<file path="config.mk">
export PLATFORM = sky130hd
export DESIGN_NAME = rs232_rx
export DESIGN_NICKNAME = d
export VERILOG_FILES = /design/src/rtl/rs232_rx.sv
export SDC_FILE = /design/constraint.sdc
export NUM_CORES = 1
export LEC_CHECK = 0
export CORE_ASPECT_RATIO = 0.7
export CORE_MARGIN = 5
export CORE_UTILIZATION = 58
export DETAILED_ROUTE_END_ITERATION = 6
export GPL_TIMING_DRIVEN = 0
export PLACE_DENSITY = 0.76
export SKIP_LAST_GASP = 1
export SYNTH_ARGS = -nofsm -noshare
export SYNTH_HDL_FRONTEND = slang
export SYNTH_SLANG_ARGS = --single-unit
export TNS_END_PERCENT = 1
</file>
<file path="constraint.sdc">
create_clock -name i_clk -period 5.8 [get_ports i_clk]
set_input_delay 0.58 -clock i_clk [delete_from_list [all_inputs] [get_ports i_clk]]
set_output_delay 0.58 -clock i_clk [all_outputs]
set_load 0.05 [all_outputs]
</file>
<file path="src/rtl/rs232_rx.sv">
// rs232_rx -- 8N1 UART receiver, companion to the RS-232 transmitter.
//
// Oversamples i_rx with the system clock and samples each bit at mid-period.
// The stop bit is checked, and each good byte is handed over through a
// one-entry holding register with a valid/ack handshake.
//
// Optional build macro: RS232_RX_MAJORITY_EN
//   defined   : each sample is the 2-of-3 vote of rx_s at point-1, point and
//               point+1. Single-clock glitches are rejected, at the cost of
//               one extra clock of latency.
//   undefined : single sample at the point itself.
//
// Ports:
//   i_clk          system clock (50 MHz)
//   i_rst          asynchronous reset, active low
//   i_baud_setting bit period: 00 = DIV_9600, 01 = /2, 1x = /4
//   i_rx           asynchronous serial line, idles high
//   i_rx_ack       consumer acknowledge; clears o_rx_valid and o_overrun
//   o_rx_data      last accepted byte; stable while o_rx_valid = 1
//   o_rx_valid     byte available; held until i_rx_ack
//   o_frame_err    one-cycle pulse when the stop bit samples 0
//   o_overrun      sticky; a byte completed while o_rx_valid was 1
//   o_busy         high from start detection until the return to IDLE
//
// State table:
//   S_IDLE      | line idle, waiting for a falling edge
//   S_START     | checking the start bit at mid-bit
//   S_DATA      | sampling 8 data bits, LSB first
//   S_STOP      | checking the stop bit
//   S_WAIT_HIGH | after a framing error, waiting for the line to go high

module rs232_rx #(
  parameter int SYNC_STAGES = 2,
  parameter int DIV_9600    = 5208
) (
  input  logic       i_clk,
  input  logic       i_rst,
  input  logic [1:0] i_baud_setting,
  input  logic       i_rx,
  input  logic       i_rx_ack,
  output logic [7:0] o_rx_data,
  output logic       o_rx_valid,
  output logic       o_frame_err,
  output logic       o_overrun,
  output logic       o_busy
);

  typedef enum logic [2:0] {S_IDLE, S_START, S_DATA, S_STOP, S_WAIT_HIGH} state_t;

  localparam logic [15:0] DIV_FULL    = 16'(DIV_9600);
  localparam logic [15:0] DIV_HALF    = 16'(DIV_9600 / 2);
  localparam logic [15:0] DIV_QUARTER = 16'(DIV_9600 / 4);

  // The majority vote ends one clock after the nominal start sample. The
  // later data and stop samples stay one clock late because the counter
  // restarts from there.
`ifdef RS232_RX_MAJORITY_EN
  localparam logic [15:0] START_OFS = 16'd0;
`else
  localparam logic [15:0] START_OFS = 16'd1;
`endif

  state_t                 r_state, w_state_nxt;
  logic [SYNC_STAGES-1:0] r_sync;
  logic                   r_rx_d;
  logic [15:0]            r_div, r_baud_cnt;
  logic [3:0]             r_bit_cnt;
  logic [7:0]             r_shift;
  logic                   w_rx_s, w_fall, w_bit, w_tick;
  logic [15:0]            w_div_sel, w_half, w_point;
  logic                   w_latch, w_shift_en, w_deliver, w_ferr, w_cnt_clr, w_counting;

  // The synchronizer is preset to idle-high, so reset release cannot look
  // like a start bit.
  always_ff @(posedge i_clk or negedge i_rst) begin
    if (!i_rst) begin
      r_sync <= '1;
      r_rx_d <= 1'b1;
    end else begin
      r_sync <= {r_sync[SYNC_STAGES-2:0], i_rx};
      r_rx_d <= r_sync[SYNC_STAGES-1];
    end
  end

  assign w_rx_s = r_sync[SYNC_STAGES-1];
  assign w_fall = r_rx_d & ~w_rx_s;

`ifdef RS232_RX_MAJORITY_EN
  logic [1:0] r_hist;
  always_ff @(posedge i_clk or negedge i_rst) begin
    if (!i_rst) r_hist <= 2'b11;
    else        r_hist <= {r_hist[0], w_rx_s};
  end
  assign w_bit = (r_hist[1] & r_hist[0]) | (r_hist[1] & w_rx_s) | (r_hist[0] & w_rx_s);
`else
  assign w_bit = w_rx_s;
`endif

  always_comb begin
    unique case (i_baud_setting)
      2'b00:   w_div_sel = DIV_FULL;
      2'b01:   w_div_sel = DIV_HALF;
      default: w_div_sel = DIV_QUARTER;
    endcase
  end

  assign w_half  = r_div >> 1;
  assign w_point = (r_state == S_START) ? (w_half - START_OFS) : (r_div - 16'd1);
  assign w_tick  = (r_baud_cnt == w_point);

  always_ff @(posedge i_clk or negedge i_rst) begin
    if (!i_rst) r_state <= S_IDLE;
    else        r_state <= w_state_nxt;
  end

  always_comb begin
    w_state_nxt = r_state;
    w_latch     = 1'b0;
    w_shift_en  = 1'b0;
    w_deliver   = 1'b0;
    w_ferr      = 1'b0;
    w_counting  = 1'b0;
    unique case (r_state)
      S_IDLE: begin
        if (w_fall) begin
          w_state_nxt = S_START;
          w_latch     = 1'b1;
        end
      end
      S_START: begin
        w_counting = 1'b1;
        if (w_tick) w_state_nxt = w_bit ? S_IDLE : S_DATA;
      end
      S_DATA: begin
        w_counting = 1'b1;
        if (w_tick) begin
          w_shift_en = 1'b1;
          if (r_bit_cnt == 4'd7) w_state_nxt = S_STOP;
        end
      end
      S_STOP: begin
        w_counting = 1'b1;
        if (w_tick) begin
          w_deliver   = w_bit;
          w_ferr      = ~w_bit;
          w_state_nxt = w_bit ? S_IDLE : S_WAIT_HIGH;
        end
      end
      S_WAIT_HIGH: begin
        if (w_rx_s) w_state_nxt = S_IDLE;
      end
      default: w_state_nxt = S_IDLE;
    endcase
    // The counter restarts on every sample and every state change, so each
    // bit window is measured from the previous sample point.
    w_cnt_clr = (w_state_nxt != r_state) || (w_counting && w_tick);
  end

  always_ff @(posedge i_clk or negedge i_rst) begin
    if (!i_rst) begin
      r_div       <= '0;
      r_baud_cnt  <= '0;
      r_bit_cnt   <= '0;
      r_shift     <= '0;
      o_rx_data   <= '0;
      o_rx_valid  <= 1'b0;
      o_frame_err <= 1'b0;
      o_overrun   <= 1'b0;
    end else begin
      if (w_latch) r_div <= w_div_sel;

      if (w_cnt_clr)       r_baud_cnt <= '0;
      else if (w_counting) r_baud_cnt <= r_baud_cnt + 16'd1;

      if (w_shift_en) begin
        r_shift   <= {w_bit, r_shift[7:1]};
        r_bit_cnt <= (r_bit_cnt == 4'd7) ? 4'd0 : r_bit_cnt + 4'd1;
      end

      o_frame_err <= w_ferr;

      // If an ack arrives in the same cycle as a new byte, the new byte is
      // accepted and no overrun is recorded.
      if (w_deliver) begin
        if (!o_rx_valid || i_rx_ack) begin
          o_rx_data  <= r_shift;
          o_rx_valid <= 1'b1;
          o_overrun  <= 1'b0;
        end else begin
          o_overrun  <= 1'b1;
        end
      end else if (i_rx_ack) begin
        o_rx_valid <= 1'b0;
        o_overrun  <= 1'b0;
      end
    end
  end

  assign o_busy = (r_state != S_IDLE);

endmodule
</file>
* Yosys cells after proc, flatten, opt, wreduce, memory -nomap -nowiden
Index checks and enable logic that the tools add are counted.
Word-level totals: output and inout port bits 12, input bits 6, word-level logic and storage cells 66, flip-flop bits (word level) 61
Operators by class: add/sub/neg operators 4, bitwise operators 2, equal/unequal tests 9, reductions and logical operators 12, muxes and demuxes 28
Operators with widths (count):
- $mux 16 | 3
- $pmux 13 s2 | 1
- $mux 3 | 7
- $add 16x1->16 const B | 1
- $eq 16x16->1 | 1
- $sub 15x1->16 const B | 1
- $sub 16x1->16 const B | 1
- $pmux 3 s5 | 1
- $mux 1 | 14
- $eq 3x2->1 const B | 2
- $add 4x1->4 const B | 1
- $eq 4x3->1 const B | 1
- $mux 4 | 1
- $reduce_and 2->1 | 2
- $reduce_bool 2->1 | 2
- $eq 3x1->1 const B | 1
- $eq 3x3->1 const B | 1
- $logic_not 3->1 | 1
- $ne 3x3->1 | 1
- $reduce_bool 3->1 | 1
- $reduce_or 3->1 | 1
- $eq 2x1->1 const B | 1
- $logic_not 2->1 | 1
- $logic_or 1x1->1 | 2
- other kinds (6) | 6

* Longest topological paths before layout
word-level depth 8, mapped depth 15

* Least setup slack after synthesis
No wires, ideal clock.
path kind reg-to-reg, start register r_state[1], end register o_rx_data[0], slack 1.683 ns, required time 5.675 ns, arrival 3.992 ns, cell stages (with the launch flop) 14, buffers on the path 2, path through dfrtp_1 > buf_6 > nor3b_2 > clkbuf_1 > mux2i_1 > ha_1 > or4b_2 > a211oi_1 > mux2_2 > a31oi_1 > nand4_1 > a2111oi_4 > nand3_4 > mux2_2
Between the ends: cells in the longest elaborated chain, start to end 6, elaborated cells between the ends (all ways) 7, classes of those cells 3 x eq/ne; 3 x mux; 1 x reduce/logical
RTL lines:
- from (decl) | RTL line 63 | state_t r_state, w_state_nxt;
- from (signal assigned) | RTL line 113 | else r_state <= w_state_nxt;
- $eq 3x1->1 | RTL line 108 | assign w_point = (r_state == S_START) ? (w_half - START_OFS) : (r_div - 16'd1);
- $mux 16 | RTL line 108
- $eq 16x16->1 | RTL line 109 | assign w_tick = (r_baud_cnt == w_point);
- $mux 1 | RTL line 143 | if (w_tick) begin
- $mux 1 (*) | RTL line 123 | unique case (r_state)
- $reduce_and 2->1 (no line) (*)
- to (signal assigned) | RTL line 186 | o_rx_data <= r_shift;
- to (decl) | RTL line 41 | output logic [7:0] o_rx_data,
Every way passes the cells marked *; elsewhere a longest branch is shown, timed or not. A chain may end at the register's enable or synchronous reset.

* Final worst setup path
start register r_state[2], end register o_rx_data[4]
The elaborated chain is that of the path after synthesis.

==> flow_metrics.env <==
export IMPL_ys_seq_area_share_pct=42.80
export IMPL_cts_made_buffers=5
export IMPL_min_path_type="primary input to asynchronous set/reset pin"
export IMPL_grt_max_degree=42
export IMPL_core_rowCount=21
export IMPL_synthesis_area_sq_um=2990
export IMPL_grt_pass1_vias=2155
export IMPL_synth_top_area_cell="dfrtp_1"
export IMPL_clock_sinks=51
export IMPL_drc=0
export IMPL_pwr_density_cell_nw_per_um2=334.1
export IMPL_cp_max_fo=10
export IMPL_place_ws_ps=1095
export IMPL_cap_violations=0
export IMPL_timing_critical_path_from="r_state[2]"
export IMPL_syn_avg_cell_area_sq_um=9.935
export IMPL_cts_hold_fix_buffers=0
export IMPL_synth_enable_flop_cells=0
export IMPL_overflow=0
export IMPL_fin_tns_setup_ps=0
export IMPL_fin_crit_ps=4792
export IMPL_ir_drop_mv=0.1958
export IMPL_post_cts_setup_buffers=0
export IMPL_cp_arrival_ps=4990
export IMPL_setup_slack_ps=1008
export IMPL_status="complete, no violations"
export IMPL_drive_above_1_share_pct=15.90
export IMPL_rsz0062_at_grt="false"
export IMPL_setup_viol_count_final=0
export IMPL_synthCells=301
export IMPL_syn_num_nets=310
export IMPL_io_buffers=17
export IMPL_ctsResizeCount=0
export IMPL_path_clk_slew_ps=100
export IMPL_cp_end_kind="flip-flop"
export IMPL_fin_util_pct=68.71
export IMPL_finalInstanceArea_sq_um=3358
export IMPL_wl_um=6311
export IMPL_cp_required_ps=6000
export IMPL_die_w_um=95.82
export IMPL_grt_usage_pct=20.71
export IMPL_viasPerCell=5.965
export IMPL_dieHeight_um=70.08
export IMPL_finalCritPeriodShare_pct=82.61
export IMPL_post_drt_wl_per_cell_um=15.94
export IMPL_clk_path_buf_depth=2
export IMPL_synth_seq_cells=51
export IMPL_slew_headroom_pct=55.38
export IMPL_grt_pass1_wl_um=10970
export IMPL_skew_ps=8.635
export IMPL_async_flop_share_pct=100.0
export IMPL_antenna_cells=0
export IMPL_ys_flop_type="dfrtp_1"
export IMPL_place_area_sq_um=3262
export IMPL_root_buffer="clkbuf_8"
export IMPL_globalplace_congestion=0.9408
export IMPL_start_util_pct=61.19
export IMPL_die_area_sq_um=6715
export IMPL_hold_violations=0
export IMPL_ioPinCount=18
export IMPL_rr_startpoint="r_state[2]"
export IMPL_synth_top_area_share_pct=40.17
export IMPL_holdWs_ps=137.1
export IMPL_drt_iter0_markers=255
export IMPL_timing_fmax_mhz=208.7
export IMPL_leakage_nw=1.466
export IMPL_tightest_slew_ps=669.3
export IMPL_drt_pass1_iterations=4
export IMPL_post_dp_hpwl_um=4680
export IMPL_synth_distinct_cells=56
export IMPL_grt_antenna_before_repair=0
export IMPL_netlist_top_cells_area="dfrtp_1, mux2_2, xnor2_1"
export IMPL_yosys_warnings=0
export IMPL_core_region_area_sq_um=4887
export IMPL_htree_levels=2
export IMPL_drv_slew=0
export IMPL_ant_nets=0
export IMPL_layout_nets=335
export IMPL_start_kind="flip-flop"
export IMPL_clk_insertion_delay_late_ps=310
export IMPL_path_class="flip-flop to flip-flop"
export IMPL_area_delta_synth_final_pct=12.30
export IMPL_cts_tree="done"
export IMPL_vias=2362
## final timing paths
kind,end,slack [ps],cells after the start
max in group asynchronous,r_rx_d,5100,2
max reg2reg,o_rx_data[4],1010,12
min,r_div[2],140,1
min in group i_clk,r_sync[1],360,0
min reg2reg,r_sync[1],360,0
max,o_rx_data[4],1010,12
## registers in the layout, summed over array words and instances (netlist names)
register and count:
r_sync 2, o_frame_err 1, r_bit_cnt 4, o_rx_data 8, o_rx_valid 1, o_overrun 1
r_baud_cnt 16, r_rx_d 1, r_shift 8, r_div 6, r_state 3
## power by group
part | total, mW | leakage, nW | switching (mW) | internal, mW
registers | 0.443 | 0.668 | 0.0448 | 0.398
logic | 0.458 | 0.752 | 0.277 | 0.181
clock network | 0.221 | 0.0463 | 0.132 | 0.0889
total | 1.12 | 1.47 | 0.454 | 0.668
## critical path, stage by stage (launching register included)
cell	delay, ps
dfrtp_1	480
nor3b_2	410
clkbuf_1	450
mux2i_1	250
ha_1	280
or4b_2	660
a211oi_1	260
mux2_2	380
a31oi_1	170
nand4_1	170
a2111oi_4	550
nand3_4	270
mux2_2	350
## layer usage
metal / up-vias / wire length (um) / track usage (%)
li1: 1138 / - / -
met4: 0 / 55 / 3.785
met1: 1141 / 3192 / 33.84
met3: 7 / 433 / 4.721
met2: 76 / 2630 / 27.66
met5: - / 0 / 0
## cell type report
type	count	area, sq um
Multi-Input combinational cell	225	1594
Fill cell	388	1529
Sequential cell	51	1280
Timing Repair Buffer	18	185.2
Tap cell	69	86.33
Buffer	16	82.58
Clock buffer	5	68.82
Inverter	9	33.78
Clock inverter	3	27.53
## cell families after synthesis
group	after synthesis	synth area share, %
AND/OR/NAND/NOR	127	23.68
flip-flops	51	42.80
AO/OA/AOI/OAI	42	10.79
multiplexers	28	10.25
XOR/XNOR	25	7.322
buffers and inverters	25	3.891
adder cells (fa/ha/maj)	3	1.255
## per-stage QoR
step | total power [mW] | std cells
final | 1.122 | 396
after global placement | 0.8855 | 387
after CTS | 1.118 | 396
after global routing | 1.200 | 396
after floorplan | 0.7939 | 301
after detailed placement | 0.8992 | 388
## Yosys cell counts, types with 6 or more instances
cell	number
a21oi_1	9
nor3_1	23
clkbuf_1	9
xnor2_1	15
nor2_1	26
mux2i_1	7
nand2_1	22
nand2b_1	6
xor2_1	10
dfrtp_1	48
inv_1	9
mux2_2	21
nand4_1	9
nand3_1	12
## layout by cell type, fill, tap and decap left out, types with 3 or more instances in the layout
cell type and count:
dfrtp_1 48, nor2_1 26, nor3_1 23, nand2_1 22, mux2_2 21, clkdlybuf4s50_1 16, xnor2_1 15, nand3_1 12
xor2_1 10, clkbuf_1 9, a21oi_1 9, inv_1 9, nand4_1 9, mux2i_1 7, nand2b_1 6, or3_1 5
o21ai_0 5, clkbuf_8 5, a211o_1 4, a31oi_1 4, o211ai_1 3, a211oi_1 3, and3_1 3, ha_1 3
dfstp_2 3
Note: power is estimated with default switching activity, not from simulation.
